<file path="src/rtl/wb_arbiter.sv">
// Register-file write port arbiter: pipeline writeback has priority, late results queue in a FIFO.
// Latency: pipeline writes are combinational; late results appear the cycle after acceptance at the earliest.
// Backpressure: late_ready drops while the FIFO is full; the pipeline is never stalled by this block.
//
// Optional feature: define WB_ARBITER_BYPASS_EN to let a late result write through in its
// acceptance cycle when the FIFO is empty and the pipeline is idle.
//
// Ports:
//   clk, rst_n                      clock, asynchronous active-low reset
//   pipe_we/pipe_rd/pipe_wd         single-cycle pipeline writeback
//   issue_valid/issue_rd            multi-cycle dispatch, marks destination busy
//   late_valid/late_ready/late_rd/late_wd  late-result stream (valid/ready)
//   we3/ad3/wd3                     register file write port
//   busy                            per-register pending-late-write scoreboard
//   wb_err                          sticky protocol-violation flag
module wb_arbiter #(
    parameter int ADDRESS_WIDTH = 5,
    parameter int DATA_WIDTH    = 32,
    parameter int DEPTH         = 4
) (
    input  logic                        clk,
    input  logic                        rst_n,
    input  logic                        pipe_we,
    input  logic [ADDRESS_WIDTH-1:0]    pipe_rd,
    input  logic [DATA_WIDTH-1:0]       pipe_wd,
    input  logic                        issue_valid,
    input  logic [ADDRESS_WIDTH-1:0]    issue_rd,
    input  logic                        late_valid,
    output logic                        late_ready,
    input  logic [ADDRESS_WIDTH-1:0]    late_rd,
    input  logic [DATA_WIDTH-1:0]       late_wd,
    output logic                        we3,
    output logic [ADDRESS_WIDTH-1:0]    ad3,
    output logic [DATA_WIDTH-1:0]       wd3,
    output logic [2**ADDRESS_WIDTH-1:0] busy,
    output logic                        wb_err
);

    localparam int PTR_W = $clog2(DEPTH);
    localparam int CNT_W = PTR_W + 1;
    localparam int NREGS = 2**ADDRESS_WIDTH;

    logic [ADDRESS_WIDTH-1:0] fifo_rd [DEPTH];
    logic [DATA_WIDTH-1:0]    fifo_wd [DEPTH];
    logic [PTR_W-1:0]         wr_ptr;
    logic [PTR_W-1:0]         rd_ptr;
    logic [CNT_W-1:0]         count;

    logic                     pipe_act;
    logic                     empty;
    logic                     full;
    logic                     bypass;
    logic                     push;
    logic                     pop;
    logic                     commit;
    logic [ADDRESS_WIDTH-1:0] commit_rd;
    logic [ADDRESS_WIDTH-1:0] head_rd;
    logic [DATA_WIDTH-1:0]    head_wd;
    logic [NREGS-1:0]         busy_next;
    logic                     err_now;

    // A pipeline write to r0 is a no-op, so it leaves the port free for the FIFO.
    assign pipe_act   = pipe_we && (pipe_rd != '0);
    assign empty      = (count == '0);
    assign full       = (count == CNT_W'(DEPTH));
    assign late_ready = !full;
    assign head_rd    = fifo_rd[rd_ptr];
    assign head_wd    = fifo_wd[rd_ptr];

    // Gating with rst_n keeps the write port quiet while reset is held, whatever the inputs do.
    assign pop = rst_n && !pipe_act && !empty;

`ifdef WB_ARBITER_BYPASS_EN
    assign bypass = rst_n && late_valid && empty && !pipe_act;
`else
    assign bypass = 1'b0;
`endif

    // A bypassed result is consumed by the write port and never enters the FIFO.
    assign push      = late_valid && late_ready && !bypass;
    assign commit    = pop || bypass;
    assign commit_rd = pop ? head_rd : late_rd;

    always_comb begin
        we3 = 1'b0;
        ad3 = '0;
        wd3 = '0;
        if (rst_n && pipe_act) begin
            we3 = 1'b1;
            ad3 = pipe_rd;
            wd3 = pipe_wd;
        end else if (pop) begin
            we3 = (head_rd != '0);
            ad3 = head_rd;
            wd3 = head_wd;
        end else if (bypass) begin
            we3 = (late_rd != '0);
            ad3 = late_rd;
            wd3 = late_wd;
        end
    end

    // Clear first, then set, so a same-cycle issue to the retiring register stays busy.
    always_comb begin
        busy_next = busy;
        if (commit && (commit_rd != '0))
            busy_next[commit_rd] = 1'b0;
        if (issue_valid && (issue_rd != '0))
            busy_next[issue_rd] = 1'b1;
    end

    // r0 is never tracked, so a late write to r0 is not treated as a spurious retire.
    always_comb begin
        err_now = 1'b0;
        if (issue_valid && (issue_rd != '0) && busy[issue_rd])
            err_now = 1'b1;
        if (pipe_act && busy[pipe_rd])
            err_now = 1'b1;
        if (commit && (commit_rd != '0) && !busy[commit_rd])
            err_now = 1'b1;
    end

    // Payload storage needs no reset: only entries between the pointers are ever read.
    always_ff @(posedge clk) begin
        if (push) begin
            fifo_rd[wr_ptr] <= late_rd;
            fifo_wd[wr_ptr] <= late_wd;
        end
    end

    always_ff @(posedge clk or negedge rst_n) begin
        if (!rst_n) begin
            wr_ptr <= '0;
            rd_ptr <= '0;
            count  <= '0;
            busy   <= '0;
            wb_err <= 1'b0;
        end else begin
            // DEPTH is a power of two, so pointer wrap is plain binary overflow.
            if (push)
                wr_ptr <= wr_ptr + PTR_W'(1);
            if (pop)
                rd_ptr <= rd_ptr + PTR_W'(1);
            case ({push, pop})
                2'b10:   count <= count + CNT_W'(1);
                2'b01:   count <= count - CNT_W'(1);
                default: count <= count;
            endcase
            busy <= busy_next;
            if (err_now)
                wb_err <= 1'b1;
        end
    end

endmodule

</file>
<file path="config.mk">
export PLATFORM = sky130hd
export DESIGN_NAME = wb_arbiter
export DESIGN_NICKNAME = d
export VERILOG_FILES = /design/src/rtl/wb_arbiter.sv
export SDC_FILE = /design/constraint.sdc
export NUM_CORES = 1
export LEC_CHECK = 0
export BUFFER_PORTS_ARGS = -buffer_cell sky130_fd_sc_hd__buf_2
export CAP_MARGIN = 20
export CORE_MARGIN = 2
export CORE_UTILIZATION = 61
export DETAILED_ROUTE_END_ITERATION = 16
export PLACE_DENSITY = 0.86
export REMOVE_ABC_BUFFERS = 1
export SLEW_MARGIN = 20
export SYNTH_ARGS = -nofsm -noshare
export SYNTH_HDL_FRONTEND = slang
export SYNTH_SLANG_ARGS = --single-unit
</file>
<file path="constraint.sdc">
create_clock -name clk -period 4.5 [get_ports clk]
set_input_delay 0.675 -clock clk [delete_from_list [all_inputs] [get_ports clk]]
set_output_delay 0.675 -clock clk [all_outputs]
set_load 0.02 [all_outputs]
</file>
==> results of run 1 <==
[registers in the layout, indices dropped and copies added, names as in the netlist]
register	count
fifo_rd	20
busy	32
fifo_wd	128
rd_ptr	2
count	3
wr_ptr	2
wb_err	1
[critical path, cell delays in order]
cell and delay [ns]:
sky130_fd_sc_hd__buf_2 0.28, sky130_fd_sc_hd__or4_4 0.21, sky130_fd_sc_hd__o21a_1 0.12, sky130_fd_sc_hd__and2_1 0.90, sky130_fd_sc_hd__buf_4 0.37, sky130_fd_sc_hd__a22o_1 0.24, sky130_fd_sc_hd__buf_2 0.19
[layout by cell type, fill, tap and decap left out, types with 3 or more instances in the layout]
| cell type | Yosys | final |
|---|---|---|
| sky130_fd_sc_hd__a22o_1 | 36 | 36 |
| sky130_fd_sc_hd__nand3_1 | 5 | 5 |
| sky130_fd_sc_hd__a211oi_1 | 12 | 12 |
| sky130_fd_sc_hd__ha_1 | 5 | 5 |
| sky130_fd_sc_hd__a21oi_1 | 17 | 17 |
| sky130_fd_sc_hd__and2_1 | 5 | 5 |
| sky130_fd_sc_hd__clkbuf_16 | 0 | 17 |
| sky130_fd_sc_hd__edfxtp_1 | 148 | 148 |
| sky130_fd_sc_hd__clkinv_4 | 1 | 3 |
| sky130_fd_sc_hd__nand3b_1 | 5 | 5 |
| sky130_fd_sc_hd__a311oi_1 | 7 | 7 |
| sky130_fd_sc_hd__nand2b_1 | 16 | 16 |
| sky130_fd_sc_hd__buf_2 | 5 | 155 |
| sky130_fd_sc_hd__nor3_1 | 3 | 3 |
| sky130_fd_sc_hd__o21ai_0 | 49 | 49 |
| sky130_fd_sc_hd__mux2_2 | 3 | 3 |
| sky130_fd_sc_hd__buf_4 | 1 | 9 |
| sky130_fd_sc_hd__mux4_2 | 55 | 55 |
| sky130_fd_sc_hd__inv_6 | 0 | 3 |
| sky130_fd_sc_hd__dfrtp_1 | 40 | 38 |
| sky130_fd_sc_hd__a21o_1 | 3 | 3 |
| sky130_fd_sc_hd__inv_1 | 15 | 15 |
| sky130_fd_sc_hd__o22ai_1 | 9 | 9 |
| sky130_fd_sc_hd__o21ai_1 | 14 | 14 |
| sky130_fd_sc_hd__mux2i_1 | 5 | 5 |
| sky130_fd_sc_hd__xnor2_1 | 4 | 4 |
| sky130_fd_sc_hd__nand2_1 | 49 | 49 |
| sky130_fd_sc_hd__a22oi_1 | 4 | 4 |
| sky130_fd_sc_hd__a221oi_1 | 3 | 3 |
| sky130_fd_sc_hd__nor2_1 | 9 | 9 |
| sky130_fd_sc_hd__and3_2 | 0 | 4 |
| sky130_fd_sc_hd__and3_1 | 7 | 3 |
[path summary, 6_finish.rpt]
| path | startpoint | to | cells past startpoint | slack (ns) |
|---|---|---|---|---|
| setup / recovery | pipe_rd[0] | ad3[0] | 7 | 0.83 |
| hold / removal | rst_n | rd_ptr[1] | 1 | 0.15 |
| setup reg to reg | rd_ptr[0] | busy[24] | 8 | 1.40 |
| hold reg to reg | busy[0] | busy[0] | 0 | 0.42 |
| max in group asynchronous | rst_n | rd_ptr[0] | 2 | 3.56 |
| min in group clk | busy[0] | busy[0] | 0 | 0.42 |
[per-stage QoR]
| step | util | hold WS [ns] | std cells |
|---|---|---|---|
| finish | 0.735 | 0.153 | 933 |
| global route | 0.735 | 0.156 | 933 |
| CTS | 0.734 | 0.138 | 932 |
| floorplan | - | 0.379 | 557 |
| detailed placement | 0.695 | 0.415 | 901 |
| global placement | 0.695 | 0.419 | 901 |
[cell type report]
cell class                      count  area, um2  area share
Antenna cell                        1       2.50    0.000243
Sequential cell                   188       5450       0.528
Inverter                           16       65.1     0.00631
Multi-Input combinational cell    353       3190       0.309
Clock buffer                       19        433      0.0420
Timing Repair Buffer              164        843      0.0818
Tap cell                          180        225      0.0218
Clock inverter                     12        113      0.0109
[routing by layer]
| metal | vias up | routed length [um] |
|---|---|---|
| met5 | - | 0 |
| met4 | 0 | 695 |
| met3 | 68 | 2390 |
| met2 | 473 | 10800 |
| met1 | 3102 | 8230 |
| li1 | 2680 | - |
[power by group]
part           switching [mW]  total, mW  internal, mW
Sequential              0.403       2.74          2.34
Combinational            1.32       2.33          1.00
Clock                   0.631       1.39         0.764
Total                    2.36       6.47          4.11
[kinds of logic (layout without fill, tap and decap cells)]
| group | Yosys count | in the layout | synth area share |
|---|---|---|---|
| DFF | 188 | 188 | 0.616 |
| AOI/OAI and AO/OA | 165 | 165 | 0.126 |
| other | 0 | 1 | 0 |
| muxes | 65 | 65 | 0.153 |
| and+or+nand+nor | 111 | 111 | 0.0645 |
| xor gates and xnor gates | 6 | 6 | 0.00594 |
| buffers and inverters | 55 | 211 | 0.0259 |
| adders and majority gates | 6 | 6 | 0.00934 |
==> run summary, run 1 <==
Setup slack after placement - 0.913 ns
Count of buffers added by post-CTS timing repair for setup - 0
Worst EP arrival - 3.00 ns
Overall via count from detail_route - 6323
Placement Rows - 43
Largest net degree at the start of global routing - 38
Setup slack of the critical path after layout - 0.826 ns
Dominant cell by count in the synthesized netlist - sky130_fd_sc_hd__edfxtp_1
Met1 track demand over resource - 0.386
Fraction of final layout cells sized beyond drive strength 1 - 0.354
Met3 track demand over resource in global routing - 0.0876
Pleak - 3.90 nW
Final Total Pwr - 6.47 mW
Number of levels the H-tree was split into - 4
Final worst path period share - 0.816
Global placer's final weighted congestion - 0.903
Critical path required time - 3.83 ns
Main area contributors after synthesis - sky130_fd_sc_hd__edfxtp_1 50%, sky130_fd_sc_hd__mux4_2 14%, sky130_fd_sc_hd__dfrtp_1 11%
Overall die area - 15500 um2
Vias in the first global route - 6325
Achievable Freq - 272 MHz
Main flop type after synthesis - sky130_fd_sc_hd__edfxtp_1
Final Hold Viols - 0
Maximum count of clock buffers along a single path - 2
Final Setup Violations - 0
Fill cell count - 841
Worst-path maximum fanout - 25
Setup_tns - 0 ns
Cell at the root of the clock tree - sky130_fd_sc_hd__clkbuf_16
Buffers on Ports - 155
Overall die height - 124 um
Starting DRC count in detailed routing - 855
Max-slew violation count - 0
WL final - 22100 um
Residual DRC - 0
Kind of capture point of the worst setup path - output pin
Synth-to-Final Area Change - 16.7%
Worst vdd rail ir drop - 0.772 mV
Overall routing resource usage - 0.292
Total of cells resized after clock tree synthesis - 0
Post-synthesis sequential element count - 188
Cts bufs inserted - 17
Slew headroom - 0.224
Number of distinct library cells after synthesis - 56
Transition time at the pin with the least slew margin - 1.16 ns
Cell accounting for the most synthesized area - sky130_fd_sc_hd__edfxtp_1
Design area - 10300 um2
Avg Inst Size Synth - 14.8 um2
Number of standard cells after synthesis - 596
Proportion of netlist area held by the largest area contributor - 0.503
Cell Area, Synth - 8840 um2
Part of the Yosys area used for sequential elements - 0.616
Run status - finished clean
Global routing usage on met2 - 0.460
Clock Skew - 0.0139 ns
Length of the first detailed-routing pass in iterations - 7
Total overflow reported by the global router - 0
Maximum capacitance violations - 0
Number of antenna violations at the first check in global routing - 1
Clock sink count - 188
Clock insertion delay at the later pin of the skew report - 0.44 ns
Initial core utilization - 0.630
Clock tree from TritonCTS - yes
Period minus WS final - 3.67 ns
Wire length of the first global-routing pass - 34800 um
Io pins - 156
DPL Wire Length - 14800 um
RSZ-0062 raised after global routing - false
Core ar. - 14000 um2
Clock-pin transition on the worst setup and hold timing paths - 0.07 ns
List of most frequent post-synthesis cells - 148 x sky130_fd_sc_hd__edfxtp_1, 55 x sky130_fd_sc_hd__mux4_2, 49 x sky130_fd_sc_hd__nand2_1, 49 x sky130_fd_sc_hd__o21ai_0, 40 x sky130_fd_sc_hd__dfrtp_1
Power density normalized to cell area - 627 nW/um2
Kind of critical path - in -> out
Chip width - 124 um
Most congested layer reported by global routing - met2
Placed Area - 9760 um2
Avg WL per Cell - 23.7 um
Number of vias per cell after detailed routing - 6.78
Nets - 830
Number of hold buffers added after CTS - 0
Ys Warns - 0
Share of synthesized flip-flops with an asynchronous set or reset - 0.213
Number of synthesized flops with an enable pin - 148
Worst Hold Class - in -> async
Kind of launch point of the worst setup path - input pin
Number of nets still failing antenna checks after routing - 0
No activity file was read; power rests on OpenSTA's default activity.
==> inputs of run 2 (changes only) <==
--- a/config.mk
+++ b/config.mk
@@ -5,12 +5,13 @@
 export SDC_FILE = /design/constraint.sdc
 export NUM_CORES = 1
 export LEC_CHECK = 0
+export ABC_AREA = 1
 export BUFFER_PORTS_ARGS = -buffer_cell sky130_fd_sc_hd__buf_2
 export CAP_MARGIN = 20
 export CORE_MARGIN = 2
-export CORE_UTILIZATION = 61
+export CORE_UTILIZATION = 51
 export DETAILED_ROUTE_END_ITERATION = 16
-export PLACE_DENSITY = 0.86
+export PLACE_DENSITY = 0.77
 export REMOVE_ABC_BUFFERS = 1
 export SLEW_MARGIN = 20
 export SYNTH_ARGS = -nofsm -noshare
==> constraint.sdc (replaced) <==
create_clock -name clk -period 3 [get_ports clk]
set_input_delay 0.45 -clock clk [delete_from_list [all_inputs] [get_ports clk]]
set_output_delay 0.45 -clock clk [all_outputs]
set_load 0.02 [all_outputs]
==> run 2 against run 1 <==
Against the previous run:
- clock skew shrank 0.0026 ns
- via count is 18% higher
- area after synthesis grew 0.37%
- critical path depth is 1 higher
- setup slack worse by 0.71 ns
- synthesized cell count rose by 45%
- power is 50% higher
- flip-flop and latch count unchanged
- final area increased by 2.2%
- clock power up 56%
- combinational power grew 57%
- non-clock buffer count rose by 13
==> run summary, run 2 <==
Transition time at the pin with the least slew margin - 0.751 ns
Core ar. - 17200 um2
Worst EP arrival - 2.44 ns
Overall die area - 18500 um2
Setup slack of the critical path after layout - 0.111 ns
Clock tree from TritonCTS - yes
Chip width - 136 um
Worst vdd rail ir drop - 0.658 mV
Nets - 1101
Number of levels the H-tree was split into - 4
Starting DRC count in detailed routing - 1043
Total of cells resized after clock tree synthesis - 0
Overall via count from detail_route - 7441
Number of standard cells after synthesis - 862
Proportion of netlist area held by the largest area contributor - 0.501
Final-layout worst hold slack - 0.152 ns
Avg WL per Cell - 18.6 um
Cell at the root of the clock tree - sky130_fd_sc_hd__clkbuf_16
WL final - 23300 um
Clock insertion delay at the later pin of the skew report - 0.43 ns
Final worst path period share - 0.963
Kind of launch point of the worst setup path - flop
Commonest cells after routing, fill and taps aside - 201 x sky130_fd_sc_hd__nand2_1, 155 x sky130_fd_sc_hd__buf_2, 148 x sky130_fd_sc_hd__edfxtp_1, 73 x sky130_fd_sc_hd__a21oi_1, 65 x sky130_fd_sc_hd__o21ai_0
Overall routing resource usage - 0.253
Pleak - 4.25 nW
Design area - 10500 um2
Met3 routed WL - 2020 um
Setup slack after placement - 0.553 ns
Share of synthesized flip-flops with an asynchronous set or reset - 0.213
Met1 WL - 9450 um
Length of the first detailed-routing pass in iterations - 6
Placement Rows - 48
Avg Inst Size Synth - 10.3 um2
RSZ-0062 raised after global routing - false
Clock-pin transition on the worst setup and hold timing paths - 0.07 ns
Period minus WS final - 2.89 ns
Global placer's final weighted congestion - 0.919
Kind of capture point of the worst setup path - output pin
Worst Hold Class - in -> async
Maximum count of clock buffers along a single path - 2
Cell accounting for the most synthesized area - sky130_fd_sc_hd__edfxtp_1
Part of the Yosys area used for sequential elements - 0.614
Residual DRC - 0
List of most frequent post-synthesis cells - 201 x sky130_fd_sc_hd__nand2_1, 148 x sky130_fd_sc_hd__edfxtp_1, 73 x sky130_fd_sc_hd__a21oi_1
Clock Skew - 0.0113 ns
Clock sink count - 188
Slew headroom - 0.498
Cts bufs inserted - 17
Number of vias per cell after detailed routing - 5.94
Vias in the first global route - 6896
Maximum capacitance violations - 0
Number of antenna violations at the first check in global routing - 3
Register with the most flip-flops - fifo_wd
Critical path required time - 2.55 ns
Worst-path maximum fanout - 50
Most common cell after layout, fill and taps aside - sky130_fd_sc_hd__nand2_1
Number of hold buffers added after CTS - 0
Ys Warns - 0
Max reg flops - 128
Main flop type after synthesis - sky130_fd_sc_hd__edfxtp_1
Post-synthesis sequential element count - 188
Dominant cell by count in the synthesized netlist - sky130_fd_sc_hd__nand2_1
Total overflow reported by the global router - 0
Final Total Pwr - 9.72 mW
Number of distinct library cells after synthesis - 39
Max-slew violation count - 0
Initial core utilization - 0.517
Cell Area, Synth - 8870 um2
Wire length of the first global-routing pass - 35900 um
Number of synthesized flops with an enable pin - 148
Detailed route wirelength on metal2 - 11200 um
Number of nets still failing antenna checks after routing - 0
Fill cell count - 1419
Final Setup Violations - 0
Count of buffers added by post-CTS timing repair for setup - 0
Final Hold Viols - 0
Fraction of final layout cells sized beyond drive strength 1 - 0.269
Main area contributors after synthesis - sky130_fd_sc_hd__edfxtp_1 50%, sky130_fd_sc_hd__dfrtp_1 11%, sky130_fd_sc_hd__nand2_1 8.5%
Highest routed layer - met4
Placed Area - 9960 um2
Kind of critical path - reg -> out
Buffers on Ports - 155
DPL Wire Length - 15600 um
Achievable Freq - 346 MHz
Largest net degree at the start of global routing - 51
Synth-to-Final Area Change - 18.8%
Overall die height - 136 um
Run status - finished clean
Registers with the most flip-flops - fifo_wd (128), busy (32), fifo_rd (20)
Power density normalized to cell area - 922 nW/um2
Setup_tns - 0 ns
Io pins - 156
-- run 2: cell count changes after synthesis, sizes merged, moves of 16 or more --
cell | previous run | this run
inv | 15 | 50
a221oi | 3 | 32
nand2 | 50 | 210
a21oi | 17 | 73
mux4 | 55 | 0
a22o | 36 | 0
nor2 | 9 | 49
a31o | 0 | 32
nand2b | 16 | 0
o21ai | 64 | 92
nand3 | 5 | 37
-- run 2: final timing paths --
check	slack [ns]	endpoint	cells past startpoint	startpoint
max reg2reg	0.56	busy[6]	10	rd_ptr[0]
max	0.11	we3	8	rd_ptr[0]
min reg2reg	0.49	busy[0]	0	busy[0]
min	0.15	busy[13]	2	rst_n
max in group asynchronous	2.29	rd_ptr[0]	2	rst_n
min in group clk	0.24	fifo_wd[2][10]	1	late_wd[10]
-- run 2: area by class of cell --
type                    instances  area [um2]  share of cell area
diodes                          3        7.51            0.000712
clock buffers                  18         429              0.0407
clock inverters                14         148              0.0140
inverters                      52         196              0.0186
multi-input cells             575        3060               0.290
flip-flops and latches        188        5450               0.517
well taps                     225         282              0.0267
repair buffers                177         978              0.0928
-- run 2: through the flow --
| stage | utilization | cells |
|---|---|---|
| after floorplan | - | 815 |
| after global placement | 0.580 | 1217 |
| after detailed placement | 0.580 | 1217 |
| after CTS | 0.613 | 1249 |
| after global routing | 0.613 | 1250 |
| final | 0.614 | 1252 |
-- run 2: cells by family after synthesis --
kind of cell,after synthesis,share of synthesized area
and+or+nand+nor,308,0.145
buffers and inverters,99,0.0454
AOI/OAI and AO/OA,257,0.183
DFF,188,0.614
xor gates and xnor gates,4,0.00395
adders and majority gates,6,0.00931
-- run 2: worst max-delay path, stage by stage, from the launching register on --
cell and delay (ns):
sky130_fd_sc_hd__dfrtp_2 0.40, sky130_fd_sc_hd__buf_4 0.45, sky130_fd_sc_hd__o21ai_0 0.20, sky130_fd_sc_hd__o22ai_1 0.26, sky130_fd_sc_hd__nand2_2 0.16, sky130_fd_sc_hd__nand4_1 0.18, sky130_fd_sc_hd__inv_1 0.08, sky130_fd_sc_hd__nand2_1 0.07
sky130_fd_sc_hd__buf_2 0.17
-- run 2: report_power, final --
part           leakage [nW]  switching [mW]  internal, mW
Clock                 0.280            1.05          1.11
Combinational          2.15            2.49          1.17
Sequential             1.82           0.414          3.48
-- run 2: routing by layer --
layer  track usage  vias up
li1              -     3421
met2         0.412      407
met5             0        -
met1         0.341     3542
met3        0.0488       71
met4        0.0920        0
==> inputs of run 3 (changes only) <==
--- a/config.mk
+++ b/config.mk
@@ -8,7 +8,6 @@
 export ABC_AREA = 1
 export BUFFER_PORTS_ARGS = -buffer_cell sky130_fd_sc_hd__buf_2
 export CAP_MARGIN = 20
-export CORE_MARGIN = 2
 export CORE_UTILIZATION = 51
 export DETAILED_ROUTE_END_ITERATION = 16
 export PLACE_DENSITY = 0.77
==> constraint.sdc (replaced) <==
create_clock -name clk -period 3 [get_ports clk]
set_input_delay 0.15 -clock clk [delete_from_list [all_inputs] [get_ports clk]]
set_output_delay 0.15 -clock clk [all_outputs]
set_load 0.02 [all_outputs]
==> run 3 against run 2 <==
Against the previous run:
- via count hardly changed
- combinational power is 1% lower
- wire length is 0.34% lower
- critical endpoint is now wd3[3]
- first-iteration DRC count is 20% lower
- sequential share of layout area is 1.5 points lower
- cell count is 1.8% higher
- global-route usage is 1.2 points higher
- power is 0.17% lower
==> run summary, run 3 (same netlist as run 2, synthesis figures left out) <==
Number of vias per cell after detailed routing - 5.84
Placement Rows - 47
Kind of critical path - reg -> out
Run status - finished clean
Worst-path maximum fanout - 54
Final Total Pwr - 9.71 mW
DPL Wire Length - 15200 um
Clock insertion delay at the later pin of the skew report - 0.44 ns
Most common cell after layout, fill and taps aside - sky130_fd_sc_hd__nand2_1
Reg2reg end - wb_err
Number of levels the H-tree was split into - 4
Sw power - 3.96 mW
Overall via count from detail_route - 7443
Registers with the most flip-flops - fifo_wd (128), busy (32), fifo_rd (20)
Achievable Freq - 367 MHz
Clock tree from TritonCTS - yes
Critical path required time - 2.85 ns
Cell at the root of the clock tree - sky130_fd_sc_hd__clkbuf_16
Residual DRC - 0
Worst vdd rail ir drop - 0.582 mV
Overall die area - 17900 um2
Buffers on Ports - 155
Power density normalized to cell area - 893 nW/um2
Wire length of the first global-routing pass - 36400 um
Clock Skew - 0.0125 ns
Nets - 1132
Count of cells along the worst register-to-register path - 16
Period minus WS final - 2.73 ns
Pleak - 4.38 nW
Kind of launch point of the worst setup path - flop
Global placer's final weighted congestion - 0.943
Fraction of final layout cells sized beyond drive strength 1 - 0.255
N_diodes - 0
Starting DRC count in detailed routing - 830
Final Setup Violations - 0
Kind of capture point of the worst setup path - output pin
Final-layout worst hold slack - 0.133 ns
Count of buffers added by post-CTS timing repair for setup - 0
Max reg flops - 128
Transition time at the pin with the least slew margin - 0.725 ns
Total overflow reported by the global router - 0
Core ar. - 16800 um2
Initial core utilization - 0.529
Sequential fraction of design power - 0.405
Startpoint of the worst register-to-register path - rd_ptr[0]
WL final - 23300 um
Clock sink count - 188
Max-slew violation count - 0
Cts bufs inserted - 17
Avg WL per Cell - 18.2 um
Largest net degree at the start of global routing - 64
Internal reg-to-reg setup slack - 0.52 ns
Number of antenna violations at the first check in global routing - 0
Combinational cell fraction of total power - 0.373
Worst Hold Class - in -> reg
Io pins - 156
Maximum count of clock buffers along a single path - 2
RSZ-0062 raised after global routing - false
Timing endpoint of the critical path - wd3[3]
Origin of the worst setup path - rd_ptr[0]
Register with the most flip-flops - fifo_wd
Clk pwr share - 0.222
Synth-to-Final Area Change - 22.5%
Slew headroom - 0.515
Chip width - 134 um
Total internal power - 5.75 mW
Overall routing resource usage - 0.265
Worst EP arrival - 2.58 ns
Final worst path period share - 0.908
Maximum capacitance violations - 0
Number of nets still failing antenna checks after routing - 0
Final Hold Viols - 0
Commonest cells after routing, fill and taps aside - 201 x sky130_fd_sc_hd__nand2_1, 155 x sky130_fd_sc_hd__buf_2, 148 x sky130_fd_sc_hd__edfxtp_1, 73 x sky130_fd_sc_hd__a21oi_1, 65 x sky130_fd_sc_hd__o21ai_0
Overall die height - 134 um
Vias in the first global route - 6882
Length of the first detailed-routing pass in iterations - 6
Switching part of the total - 0.408
Clock-pin transition on the worst setup and hold timing paths - 0.07 ns
==> run 3: cell type report <==
class | count | area, um2
Clock buffer | 17 | 425
Clock inverter | 15 | 158
Fill cell | 1310 | 5890
Inverter | 52 | 196
Multi-Input combinational cell | 575 | 3060
Sequential cell | 188 | 5450
Tap cell | 220 | 275
Timing Repair Buffer | 208 | 1310
==> run 3: repair_timing <==
item,in CTS,in global routing
resized for setup,0,1
hold buffers,38,0
endpoints found under the hold margin,188,0
endpoints found under the setup margin,0,4
==> run 3: power groups by stage <==
stage | logic [mW] | clock network (mW) | registers, mW
3_5_place_dp | 3.52 | 0 | 3.96
3_3_place_gp | 3.45 | 0 | 3.95
4_1_cts | 3.59 | 2.17 | 3.91
5_1_grt | 3.96 | 2.29 | 3.98
2_1_floorplan | 1.97 | 0 | 4.19
6_report | 3.62 | 2.16 | 3.93
==> run 3: per-stage QoR <==
step / std cells / cell area, um2 / setup TNS, ns / worst slack, ns / util
2_1_floorplan: 815 / 8670 / -16.85 / -0.728 / -
3_3_place_gp: 1205 / 9900 / 0 / 0.656 / 0.591
3_5_place_dp: 1205 / 9900 / 0 / 0.582 / 0.591
4_1_cts: 1275 / 10900 / 0 / 0.137 / 0.648
5_1_grt: 1275 / 10900 / 0 / 0.126 / 0.648
6_report: 1275 / 10900 / 0 / 0.275 / 0.648
==> run 3: how the worst min path moves through the flow <==
stage	start	end	slack, ns	depth (start not counted)
after floorplan	rst_n	busy[0]	-0.15	0
after global placement	rst_n	busy[13]	0.27	2
after detailed placement	rst_n	busy[13]	0.28	2
after CTS	issue_rd[3]	busy[18]	0.12	4
after global routing	issue_rd[3]	busy[21]	0.16	4
final	issue_rd[3]	busy[18]	0.13	4
==> run 3: per-layer routing <==
layer  wire length, um  vias to the layer above  global-route usage
li1                  -                     3470                   -
met1              9700                     3557               0.367
met2             11100                      370               0.414
met3              1930                       46              0.0506
met4               499                        0               0.106
met5                 0                        -                   0
==> run 3: worst max-delay path, stage by stage (launching register included) <==
cell and delay [ns]:
sky130_fd_sc_hd__dfrtp_2 0.63, sky130_fd_sc_hd__buf_4 0.57, sky130_fd_sc_hd__a21oi_1 0.13, sky130_fd_sc_hd__a221oi_1 0.46, sky130_fd_sc_hd__a31o_2 0.17, sky130_fd_sc_hd__buf_2 0.15
